<file path="src/rtl/mips_bus_pkg.sv">
// Shared types for the MIPS CPU memory-bus arbiter: FSM states, master index
// and the latched slave command.
package mips_bus_pkg;

    localparam int BUS_ADDR_W = 32;
    localparam int BUS_DATA_W = 32;
    localparam int BUS_BE_W   = BUS_DATA_W / 8;

    typedef enum logic [1:0] {
        ST_IDLE,
        ST_CMD,
        ST_RESP
    } bus_state_e;

    typedef logic master_idx_t;

    typedef struct packed {
        logic [BUS_ADDR_W-1:0] address;
        logic [BUS_DATA_W-1:0] writedata;
        logic [BUS_BE_W-1:0]   byteenable;
        logic                  is_read;
    } bus_cmd_t;

    function automatic master_idx_t other_master(input master_idx_t g);
        return ~g;
    endfunction

endpackage

</file>
<file path="src/rtl/mips_bus_rr_pick.sv">
// Two-way round-robin pick: on a tie the master that did not win last time
// gets the bus, otherwise the single requester wins.
module mips_bus_rr_pick
    import mips_bus_pkg::*;
(
    input  logic [1:0]  req,
    input  master_idx_t last_grant,
    output logic        valid,
    output master_idx_t winner
);

    always_comb begin
        valid  = |req;
        winner = 1'b0;
        if (&req) begin
            winner = other_master(last_grant);
        end else if (req[1]) begin
            winner = 1'b1;
        end
    end

endmodule

</file>
<file path="src/rtl/mips_bus_arbiter.sv">
// Arbitrates the data-access (0) and instruction-fetch (1) ports of the MIPS
// CPU onto one Avalon-style slave bus with a registered command.
//
// state   | meaning
// --------+------------------------------------------------------------
// ST_IDLE | no transfer; pick a requester and latch its command
// ST_CMD  | command on the slave bus, waiting for s_waitrequest low
// ST_RESP | read data returned to the granted master this cycle
module mips_bus_arbiter
    import mips_bus_pkg::*;
#(
    parameter int ADDR_W = BUS_ADDR_W,
    parameter int DATA_W = BUS_DATA_W
) (
    input  logic                clk,
    input  logic                reset,
    input  logic [ADDR_W-1:0]   m_address     [2],
    input  logic                m_read        [2],
    input  logic                m_write       [2],
    input  logic [DATA_W-1:0]   m_writedata   [2],
    input  logic [DATA_W/8-1:0] m_byteenable  [2],
    output logic                m_waitrequest [2],
    output logic [DATA_W-1:0]   m_readdata    [2],
    output logic [ADDR_W-1:0]   s_address,
    output logic                s_read,
    output logic                s_write,
    output logic [DATA_W-1:0]   s_writedata,
    output logic [DATA_W/8-1:0] s_byteenable,
    input  logic                s_waitrequest,
    input  logic [DATA_W-1:0]   s_readdata
);

    bus_state_e  state_q, state_d;
    bus_cmd_t    cmd_q, cmd_d, load_cmd;
    master_idx_t grant_q, grant_d;
    master_idx_t last_grant_q, last_grant_d;
    master_idx_t load_idx, pick_winner, other_idx;
    logic [1:0]  req;
    logic        pick_valid;
    logic        load;
    logic        done;

    assign req       = {m_read[1] | m_write[1], m_read[0] | m_write[0]};
    assign other_idx = other_master(grant_q);

    mips_bus_rr_pick u_pick (
        .req        (req),
        .last_grant (last_grant_q),
        .valid      (pick_valid),
        .winner     (pick_winner)
    );

    // A read-and-write request is treated as a read.
    assign load_cmd = '{
        address:    m_address[load_idx],
        writedata:  m_writedata[load_idx],
        byteenable: m_byteenable[load_idx],
        is_read:    m_read[load_idx]
    };

    always_comb begin
        state_d      = state_q;
        grant_d      = grant_q;
        last_grant_d = last_grant_q;
        load         = 1'b0;
        load_idx     = pick_winner;
        done         = 1'b0;

        case (state_q)
            ST_IDLE: begin
                if (pick_valid) begin
                    load     = 1'b1;
                    grant_d  = pick_winner;
                    state_d  = ST_CMD;
                end
            end
            ST_CMD: begin
                if (!s_waitrequest) begin
                    if (cmd_q.is_read) state_d = ST_RESP;
                    else               done    = 1'b1;
                end
            end
            ST_RESP: done = 1'b1;
            default: state_d = ST_IDLE;
        endcase

        // The finishing master's request is stale this edge; only the other
        // master may be handed the bus without an idle cycle.
        if (done) begin
            last_grant_d = grant_q;
            if (req[other_idx]) begin
                load     = 1'b1;
                load_idx = other_idx;
                grant_d  = other_idx;
                state_d  = ST_CMD;
            end else begin
                state_d  = ST_IDLE;
            end
        end

        cmd_d = load ? load_cmd : cmd_q;
    end

    always_ff @(posedge clk or negedge reset) begin
        if (!reset) begin
            state_q      <= ST_IDLE;
            cmd_q        <= '0;
            grant_q      <= 1'b0;
            last_grant_q <= 1'b1;
        end else begin
            state_q      <= state_d;
            cmd_q        <= cmd_d;
            grant_q      <= grant_d;
            last_grant_q <= last_grant_d;
        end
    end

    assign s_address    = cmd_q.address;
    assign s_writedata  = cmd_q.writedata;
    assign s_byteenable = cmd_q.byteenable;
    assign s_read       = (state_q == ST_CMD) &&  cmd_q.is_read;
    assign s_write      = (state_q == ST_CMD) && !cmd_q.is_read;

    always_comb begin
        for (int i = 0; i < 2; i++) begin
            m_waitrequest[i] = !(done && (grant_q == i[0]));
            m_readdata[i]    = ((state_q == ST_RESP) && (grant_q == i[0])) ? s_readdata : '0;
        end
    end

endmodule

</file>
<file path="config.mk">
export PLATFORM = sky130hd
export DESIGN_NAME = mips_bus_arbiter
export DESIGN_NICKNAME = d
export VERILOG_FILES = /design/src/rtl/mips_bus_pkg.sv /design/src/rtl/mips_bus_rr_pick.sv /design/src/rtl/mips_bus_arbiter.sv
export SDC_FILE = /design/constraint.sdc
export NUM_CORES = 1
export LEC_CHECK = 0
export BUFFER_PORTS_ARGS = -buffer_cell sky130_fd_sc_hd__buf_2
export CAP_MARGIN = 40
export CORE_AREA = 2 2 121 123
export DETAILED_ROUTE_END_ITERATION = 10
export DIE_AREA = 0 0 123 125
export PLACE_DENSITY = 0.66
export SETUP_SLACK_MARGIN = 0.5
export SYNTH_ARGS = -nofsm -noshare
export SYNTH_HDL_FRONTEND = slang
export SYNTH_SLANG_ARGS = --single-unit
</file>
<file path="constraint.sdc">
create_clock -name clk -period 2.33 [get_ports clk]
set_input_delay 0.5825 -clock clk [delete_from_list [all_inputs] [get_ports clk]]
set_output_delay 0.5825 -clock clk [all_outputs]
set_load 0.005 [all_outputs]
</file>
=== Word level (Yosys, flattened, before mapping) ===
Index checks and enable logic that the tools add are counted.

* Order comparisons: 2
* Equal/unequal tests: 6
* Multiplexer cells: 37
* Bitwise operators: 5
* Reductions and logical operators: 13

{| class="wikitable"
|+ Operators with widths
! cell !! number
|-
| 32-bit 2-to-1 mux || 8
|-
| 1-bit 2-to-1 mux || 20
|-
| 4-bit 2-to-1 mux || 3
|-
| 3-bit != test, second input constant || 3
|-
| 2-bit 2-to-1 mux || 4
|-
| 1-bit logical AND || 6
|-
| 2-bit one-hot mux with 3 select lines || 1
|-
| 4-bit AND reduction || 1
|-
| 1-bit logical NOT || 3
|-
| 2-bit by 1-bit == test with 1-bit output, second input constant || 1
|-
| 2-bit == test, second input constant || 1
|-
| 2-bit greater-or-equal comparator, second input constant || 1
|-
| 2-bit logical NOT || 1
|-
| 1-bit by 2-bit less-than comparator with 1-bit output, second input constant || 1
|-
| 2-bit != test, second input constant || 1
|-
| 1-bit NOT || 2
|-
| 1-bit NOT with 2-bit output || 1
|-
| 1-bit OR || 2
|-
| 1-bit one-hot mux with 2 select lines || 1
|-
| 2-bit AND reduction || 1
|-
| 2-bit OR reduction || 1
|}

* Register bits: 73
* Input port bits: 175
* Output and inout bits: 136
* Logic and storage cells: 70

=== Depth between registers and ports, before layout ===
Gate-level depths: netlist of run 1.

* Word-level depth: 9
* Depth in mapped cells: 9
* Gate-level depth less buffers: 6

=== Cells and area by module ===
Synthesis of run 1 repeated with hierarchy kept, for this count alone.

* Cells, all modules: 733
* Area, all modules: 6202.2 sq um

{| class="wikitable"
|+ Modules (own cells, without submodules)
! module !! times used !! cells each !! area an instance (sq um) !! sequential area each (sq um)
|-
| mips_bus_arbiter || 1 || 731 || 6188.4 || 1828.0
|-
| mips_bus_rr_pick || 1 || 2 || 13.8 || 0.0
|}

=== Worst setup path after synthesis of run 1 ===
OpenSTA, ideal clock, no wires.

* Path kind: register to register
* Start point: register state_q[1]
* End point: register cmd_q (netlist bit s_writedata[10])
* Library setup time: 129 ps
* Data arrival time: 2120 ps
* Data required time: 2201 ps
* Path slack: 82 ps
* Stages on the path, launching flop included: 10
* Buffers on the path: 3
* Period minus slack after synthesis: 2248 ps
* Cells stage by stage: dfrtp_1 -> inv_1 -> ha_1 -> or3b_1 -> a2111oi_4 -> or2_1 -> buf_2 -> buf_4 -> buf_4 -> a31oi_1

* Cells in the longest elaborated chain, start to end: 7
* Elaborated cells between the ends (all ways): 12
* Classes of those cells: 2 x eq/ne; 8 x mux; 1 x bitwise; 1 x reduce/logical

{| class="wikitable"
|+ RTL lines
! what !! line !! RTL
|-
| from (decl) || mips_bus_arbiter.sv:33 || <nowiki>bus_state_e state_q, state_d;</nowiki>
|-
| from (signal assigned) || mips_bus_arbiter.sv:111 || <nowiki>state_q <= state_d;</nowiki>
|-
| 2-bit == test / 2-bit by 1-bit == test with 1-bit output (equally long branches) || mips_bus_arbiter.sv:69 || <nowiki>case (state_q)</nowiki>
|-
| 1-bit one-hot mux with 2 select lines || mips_bus_arbiter.sv:69 ||
|-
| 1-bit 2-to-1 mux || mips_bus_arbiter.sv:89 || <nowiki>if (done) begin</nowiki>
|-
| 1-bit NOT with 2-bit output (not written as such) || mips_bus_arbiter.sv:56 || <nowiki>writedata: m_writedata[load_idx],</nowiki>
|-
| 32-bit 2-to-1 mux (not written as such) (3 in series) || mips_bus_arbiter.sv:56 ||
|-
| to (signal assigned) || mips_bus_arbiter.sv:112 || <nowiki>cmd_q <= cmd_d;</nowiki>
|-
| to (decl) || mips_bus_arbiter.sv:34 || <nowiki>bus_cmd_t cmd_q, cmd_d, load_cmd;</nowiki>
|}

Several ways; a longest one is shown, not always the timed one. The select of a mux whose other input is x is not followed.
A chain may end at the register's enable or synchronous reset.

=== Worst setup path after layout of run 1 ===
* Start point: register state_q[1]
* End point: register cmd_q (netlist bit s_writedata[22])

The elaborated chain is that of the path after synthesis.

==> results of run 1 <==
[area by class of cell]
cell class,count,share of cell area
timing repair buffer,362,0.331
multi-input combinational,380,0.329
sequential,73,0.259
clock buffer,12,0.0377
tap,184,0.0326
clock inverter,4,0.00708
inverter,8,0.00425
[final timing paths]
path	to	slack, ns	cells past startpoint
setup / recovery	s_writedata[22]$_DFFE_PN0P_	0.11	8
hold / removal	s_address[14]$_DFFE_PN0P_	0.18	1
setup reg to reg	s_writedata[22]$_DFFE_PN0P_	0.11	8
hold reg to reg	s_address[30]$_DFFE_PN0P_	0.55	2
max in group asynchronous	s_writedata[23]$_DFFE_PN0P_	1.54	2
min in group clk	s_writedata[0]$_DFFE_PN0P_	0.51	3
[cells by family after synthesis]
group	after synthesis
AND/OR/NAND/NOR	222
AO/OA/AOI/OAI	153
buffers and inverters	141
adder cells (fa/ha/maj)	4
flip-flops	73
multiplexers	1
[sequential cells by signal, indices dropped and copies added (netlist names)]
register,cells
cmd_q,1
grant_q,1
s_address,32
last_grant_q,1
s_byteenable,4
s_writedata,32
state_q,2
[timing repair]
item / CTS / global route
pin swaps: 4 / 16
endpoints found under the setup margin: 137 / 139
gates cloned: 0 / 13
resized for setup: 16 / 19
buffers inserted: 6 / 7
[power by group]
part           internal, W  leakage, nW  switching [W]  total, W
clock network     0.000915        0.151       0.000550   0.00146
registers          0.00197        0.819       0.000377   0.00234
logic              0.00264         2.62        0.00312   0.00577
[placed cells by master, fill, tap and decap left out, types with 2 or more instances in the layout]
| cell type | count |
|---|---|
| ha_4 | 3 |
| nand3_1 | 69 |
| inv_2 | 2 |
| nand2_4 | 2 |
| and3_1 | 63 |
| nor3_1 | 69 |
| a31oi_1 | 70 |
| nor2_1 | 4 |
| nor3b_1 | 3 |
| clkbuf_16 | 20 |
| buf_12 | 13 |
| clkinvlp_4 | 2 |
| o21ai_1 | 7 |
| o21ai_0 | 62 |
| a211o_1 | 2 |
| inv_1 | 6 |
| buf_6 | 10 |
| dfrtp_1 | 72 |
| buf_4 | 20 |
| clkbuf_8 | 3 |
| buf_2 | 308 |
[worst max-delay path: stages (launching register included)]
cell	delay, ns
dfrtp_1	0.40
inv_2	0.11
ha_4	0.15
or3b_4	0.39
a2111oi_4	0.45
buf_6	0.21
clkbuf_16	0.19
nor3_1	0.06
a31oi_1	0.16
[per-layer routing]
layer	vias to the layer above	GRT usage
li1	2599	-
met3	23	0.0534
met1	2664	0.275
met2	257	0.362
met5	-	0
met4	0	0.0481
[per-stage QoR]
step	cells	setup WS, ns
after floorplan	594	0.252
after global placement	981	0.154
after detailed placement	981	0.102
after CTS	1003	0.135
after global routing	1023	0.0224
final	1023	0.113
==> metrics.md, run 1 <==
| Metric | Value |
|---|---|
| CTS Buffer Depth | 2 |
| Leakage power | 3.59 nW |
| Drt total wl | 18500 um |
| Routed wl met3 | 1520 um |
| Total grt overflow | 0 |
| HPWL after detailed placement | 11500 um |
| Clk slew on worst S/H paths | 0.06 ns |
| Met2 wire len | 9060 um |
| Worst slew margin | 0.661 |
| # DRC | 0 |
| Post-synth EDFFs | 0 |
| Highest clock rate | 0.451 GHz |
| RSZ-0062 raised after global routing | true |
| DR iter-0 viols | 407 |
| CORE AREA | 0.0142 mm2 |
| Crit. End Element | flip-flop |
| Initial Util | 0.339 |
| Hold Slack | 0.179 ns |
| Peak VDD IR | 0.649 mV |
| Worst-path fanout max | 17 |
| NumNets Final | 1013 |
| Final Slew Violations | 0 |
| Initial antenna violation count | 0 |
| Max Cap Violations | 0 |
| Cells after synthesis | 594 |
| Wire per inst | 18.1 um |
| Cell variety after synth | 38 |
| Router iterations before antenna repair | 5 |
| Fin area | 0.00707 mm2 |
| Fillers | 1384 |
| Mux share of post-synthesis cell area | 0.00208 |
| Antenna-violating nets left | 0 |
| XOR/XNOR share of the synthesized area | 0 |
| CP Class | reg -> reg |
| Die height | 125 um |
| Share of layout cells above drive strength 1 | 0.476 |
| Adder-cell share of the synthesized area | 0.0104 |
| Compound-gate portion of the synthesized area | 0.190 |
| CTS Root Cell | clkbuf_16 |
| Async SR Flop Fraction | 1.00 |
| Die W | 123 um |
| Synth top area share | 0.374 |
| Final worst path period share | 0.951 |
| Worst slew pin tran | 0.507 ns |
| Area of the multi-input gates | 0.00233 mm2 |
| Cts bufs inserted | 9 |
| Synthesis Warnings | 0 |
| PortBufs | 310 |
| Mean post-synth cell area | 8.11 um2 |
| Commonest register cell after synthesis | dfrtp_1 |
| Synth cell count leaders | dfrtp_1 (72), a31oi_1 (70), buf_4 (70), nand3_1 (69), nor3_1 (69) |
| Rows | 44 |
| Area Growth Syn to Fin | 46.9% |
| GPL Wtd Cong | 0.819 |
| Area leader, netlist | dfrtp_1 |
| Fin crit period | 2.22 ns |
| Largest net degree at the start of global routing | 70 |
| Worst Clk Skew | 0.00427 ns |
| Status | complete, no violations |
| Register area | 0.00183 mm2 |
| Setup Viol. Count Final | 0 |
| I/O Pins | 311 |
| Req. time, crit path | 2.58 ns |
| Via-per-instance ratio | 5.42 |
| Hold buffer count at CTS | 0 |
| Worst Hold Class | in -> async |
| Final antenna diode count | 0 |
| Synth Register Bits | 73 |
| Setup crit start kind | flip-flop |
| Final core occ | 0.498 |
| Area after DPL | 0.00622 mm2 |
| First-pass GRT wire length | 26500 um |
| Pwr dens | 1350 mW/mm2 |
| Post-Synth Simple-Gate Area | 0.251 |
| Final Hold Fails | 0 |
| Sequential-to-total area share from yosys stat | 0.380 |
| Worst endpoint data arrival time | 2.47 ns |
| CP Launch Point | state_q[1]$_DFFE_PN0P_ |
| Mapped Nets | 773 |
| CTS tree | built |
| Uppermost layer routed | met4 |
| GRT Overall Usage | 0.214 |
| RR Startpoint | state_q[1]$_DFFE_PN0P_ |
| Die Area | 0.0154 mm2 |
| Top-count cell post-synth | dfrtp_1 |
| Overall power | 0.00958 W |
| Routed met1 length | 7650 um |
| Clk sinks | 73 |
| Vias in the first global route | 5115 |
| H-tree Lvls | 3 |
| Synth area leaders | dfrtp_1 (37%), buf_4 (11%), a31oi_1 (9.1%) |
| Synthesized area | 0.00481 mm2 |
| Largest family of logic cells by synthesized area | simple AND/OR/NAND/NOR gates |
| Setup TNS | 0 ns |
| Detailed-route via count | 5543 |
| Clk_lat worst skew | 0.34 ns |
(Power assumes the default switching activity.)
==> inputs of run 2 (changes only) <==
Settings changed: CORE_AREA 2 2 121 123 to not set, CORE_MARGIN set to 2, CORE_UTILIZATION set to 43, DIE_AREA 0 0 123 125 to not set, PLACE_DENSITY 0.66 to 0.75, SYNTH_HIERARCHICAL set to 1.
==> metrics.md, run 2 <==
| Metric | Value |
|---|---|
| Die height | 124 um |
| Final antenna diode count | 0 |
| HPWL after detailed placement | 13900 um |
| Top-count cell post-synth | buf_4 |
| Crit. End Element | primary output |
| Post-synth EDFFs | 0 |
| Req. time, crit path | 1.75 ns |
| Fin crit period | 2.31 ns |
| Initial Util | 0.443 |
| Cells after synthesis | 733 |
| Final Slew Violations | 0 |
| Clk sinks | 73 |
| Worst endpoint data arrival time | 1.73 ns |
| Die W | 124 um |
| First-pass GRT wire length | 35900 um |
| Detailed-route via count | 7266 |
| Fillers | 845 |
| NumNets Final | 1221 |
| Peak VDD IR | 0.620 mV |
| Area of the multi-input gates | 0.00471 mm2 |
| Fin area | 0.0110 mm2 |
| Cts bufs inserted | 9 |
| CP Launch Point | state_q[1]$_DFFE_PN0P_ |
| Worst slew pin tran | 0.508 ns |
| Wire per inst | 22.5 um |
| Max Cap Violations | 0 |
| RR Startpoint | state_q[1]$_DFFE_PN0P_ |
| R2R setup slack | 0.03 ns |
| Rows | 43 |
| Crit Reg-Reg Endpoint | s_writedata[10]$_DFFE_PN0P_ |
| Pwr dens | 1260 mW/mm2 |
| Dpl cells | 1119 |
| Commonest register cell after synthesis | dfrtp_1 |
| I/O Pins | 311 |
| Synth area leaders | dfrtp_1 (29%), a221oi_2 (12%), buf_4 (9.9%) |
| Synth top area share | 0.290 |
| CP Class | reg -> out |
| Final Hold Fails | 0 |
| Setup crit start kind | flip-flop |
| Leakage power | 4.81 nW |
| Overall power | 0.0138 W |
| Worst-path fanout max | 3 |
| Status | complete, no violations |
| Async SR Flop Fraction | 1.00 |
| Initial antenna violation count | 0 |
| Sequential-to-total area share from yosys stat | 0.295 |
| Commonest non-fill, non-tap cell in the layout | buf_2 |
| Worst Clk Skew | 0.00986 ns |
| Highest clock rate | 0.433 GHz |
| Via-per-instance ratio | 5.93 |
| Setup TNS | 0 ns |
| RSZ-0062 raised after global routing | true |
| Area leader, netlist | dfrtp_1 |
| Synthesis Warnings | 6 |
| Antenna-violating nets left | 0 |
| Commonest cells after routing, fill and taps aside | buf_2 (248), buf_6 (88), nor2_1 (72), dfrtp_1 (71), nor2b_1 (69) |
| Reg2Reg Depth | 11 |
| Synth Register Bits | 73 |
| GPL Wtd Cong | 0.903 |
| Cell variety after synth | 34 |
| Vias in the first global route | 6941 |
| Clk_lat worst skew | 0.34 ns |
| Mapped Nets | 912 |
| Area Growth Syn to Fin | 76.9% |
| Total grt overflow | 0 |
| Setup Viol. Count Final | 0 |
| H-tree Lvls | 3 |
| Share of layout cells above drive strength 1 | 0.678 |
| Synthesized area | 0.00620 mm2 |
| # DRC | 0 |
| PortBufs | 310 |
| Clk slew on worst S/H paths | 0.07 ns |
| Area after DPL | 0.00765 mm2 |
| Synth cell count leaders | buf_4 (82), nand2_1 (74), nor2_1 (73), dfrtp_1 (72) |
| Hold buffer count at CTS | 0 |
| Die Area | 0.0154 mm2 |
| CTS tree | built |
| CORE AREA | 0.0140 mm2 |
| Worst slew margin | 0.660 |
| Mean post-synth cell area | 8.46 um2 |
| GRT Overall Usage | 0.301 |
| Worst Hold Class | in -> async |
| Non-Filler Instances | 1225 |
| CTS Root Cell | clkbuf_16 |
| CTS Buffer Depth | 2 |
| Register area | 0.00183 mm2 |
| Hold Slack | 0.134 ns |
| Final worst path period share | 0.992 |
| Drt total wl | 27500 um |
| Router iterations before antenna repair | 4 |
| Largest net degree at the start of global routing | 79 |
| DR iter-0 viols | 503 |
[run 2: layer usage]
| layer | track usage | vias to the layer above | share of wire |
|---|---|---|---|
| li1 | - | 3188 | - |
| met1 | 0.381 | 3584 | 0.38 |
| met2 | 0.497 | 400 | 0.50 |
| met3 | 0.0714 | 94 | 0.078 |
| met4 | 0.110 | 0 | 0.037 |
| met5 | 0 | - | 0 |
[run 2: layout make-up]
| class | count | area share |
|---|---|---|
| multi-input combinational | 516 | 0.430 |
| clock inverter | 2 | 0.00125 |
| timing repair buffer | 437 | 0.355 |
| sequential | 73 | 0.167 |
| inverter | 5 | 0.00194 |
| tap | 180 | 0.0205 |
| clock buffer | 12 | 0.0243 |
[run 2: critical path, stage by stage, from the launching register on]
cell and delay, ns:
dfrtp_1 0.41, inv_2 0.10, ha_4 0.14, nor3b_4 0.26, o21ai_2 0.11, or2_4 0.26
buf_6 0.12
[run 2: stage by stage]
stage	worst slack (ns)	util
finish	0.0189	0.784
global route	-0.0563	0.784
CTS	0.0927	0.691
detailed placement	0.0987	0.547
global placement	0.137	0.547
floorplan	0.468	-
[run 2: cell families after synthesis]
group | count (synthesis) | synth area share
AOI/OAI and AO/OA | 155 | 0.236
DFF | 73 | 0.295
buffers and inverters | 144 | 0.144
muxes | 2 | 0.00323
and+or+nand+nor | 355 | 0.314
adders and majority gates | 4 | 0.00807
[run 2: worst max path at each step]
stage	to	slack [ns]	cells after the start
floorplan	s_address[11]$_DFFE_PN0P_	0.47	9
global placement	cmd_q[0]$_DFFE_PN0P_	0.14	8
detailed placement	s_address[22]$_DFFE_PN0P_	0.1	9
CTS	m_readdata[60]	0.09	7
global route	m_waitrequest[1]	-0.06	6
finish	m_waitrequest[1]	0.02	6
[run 2: report_power, final]
group	switching, W	internal, W	leakage [nW]	total (W)
Sequential	0.000441	0.00196	0.812	0.00240
Clock	0.000556	0.000797	0.141	0.00135
Combinational	0.00502	0.00505	3.86	0.0101
[run 2: repair_timing]
action / CTS / global route
gates resized for setup: 169 / 217
pin swaps: 164 / 130
setup endpoints to repair: 137 / 140
setup buffers: 54 / 10
gates cloned: 23 / 5
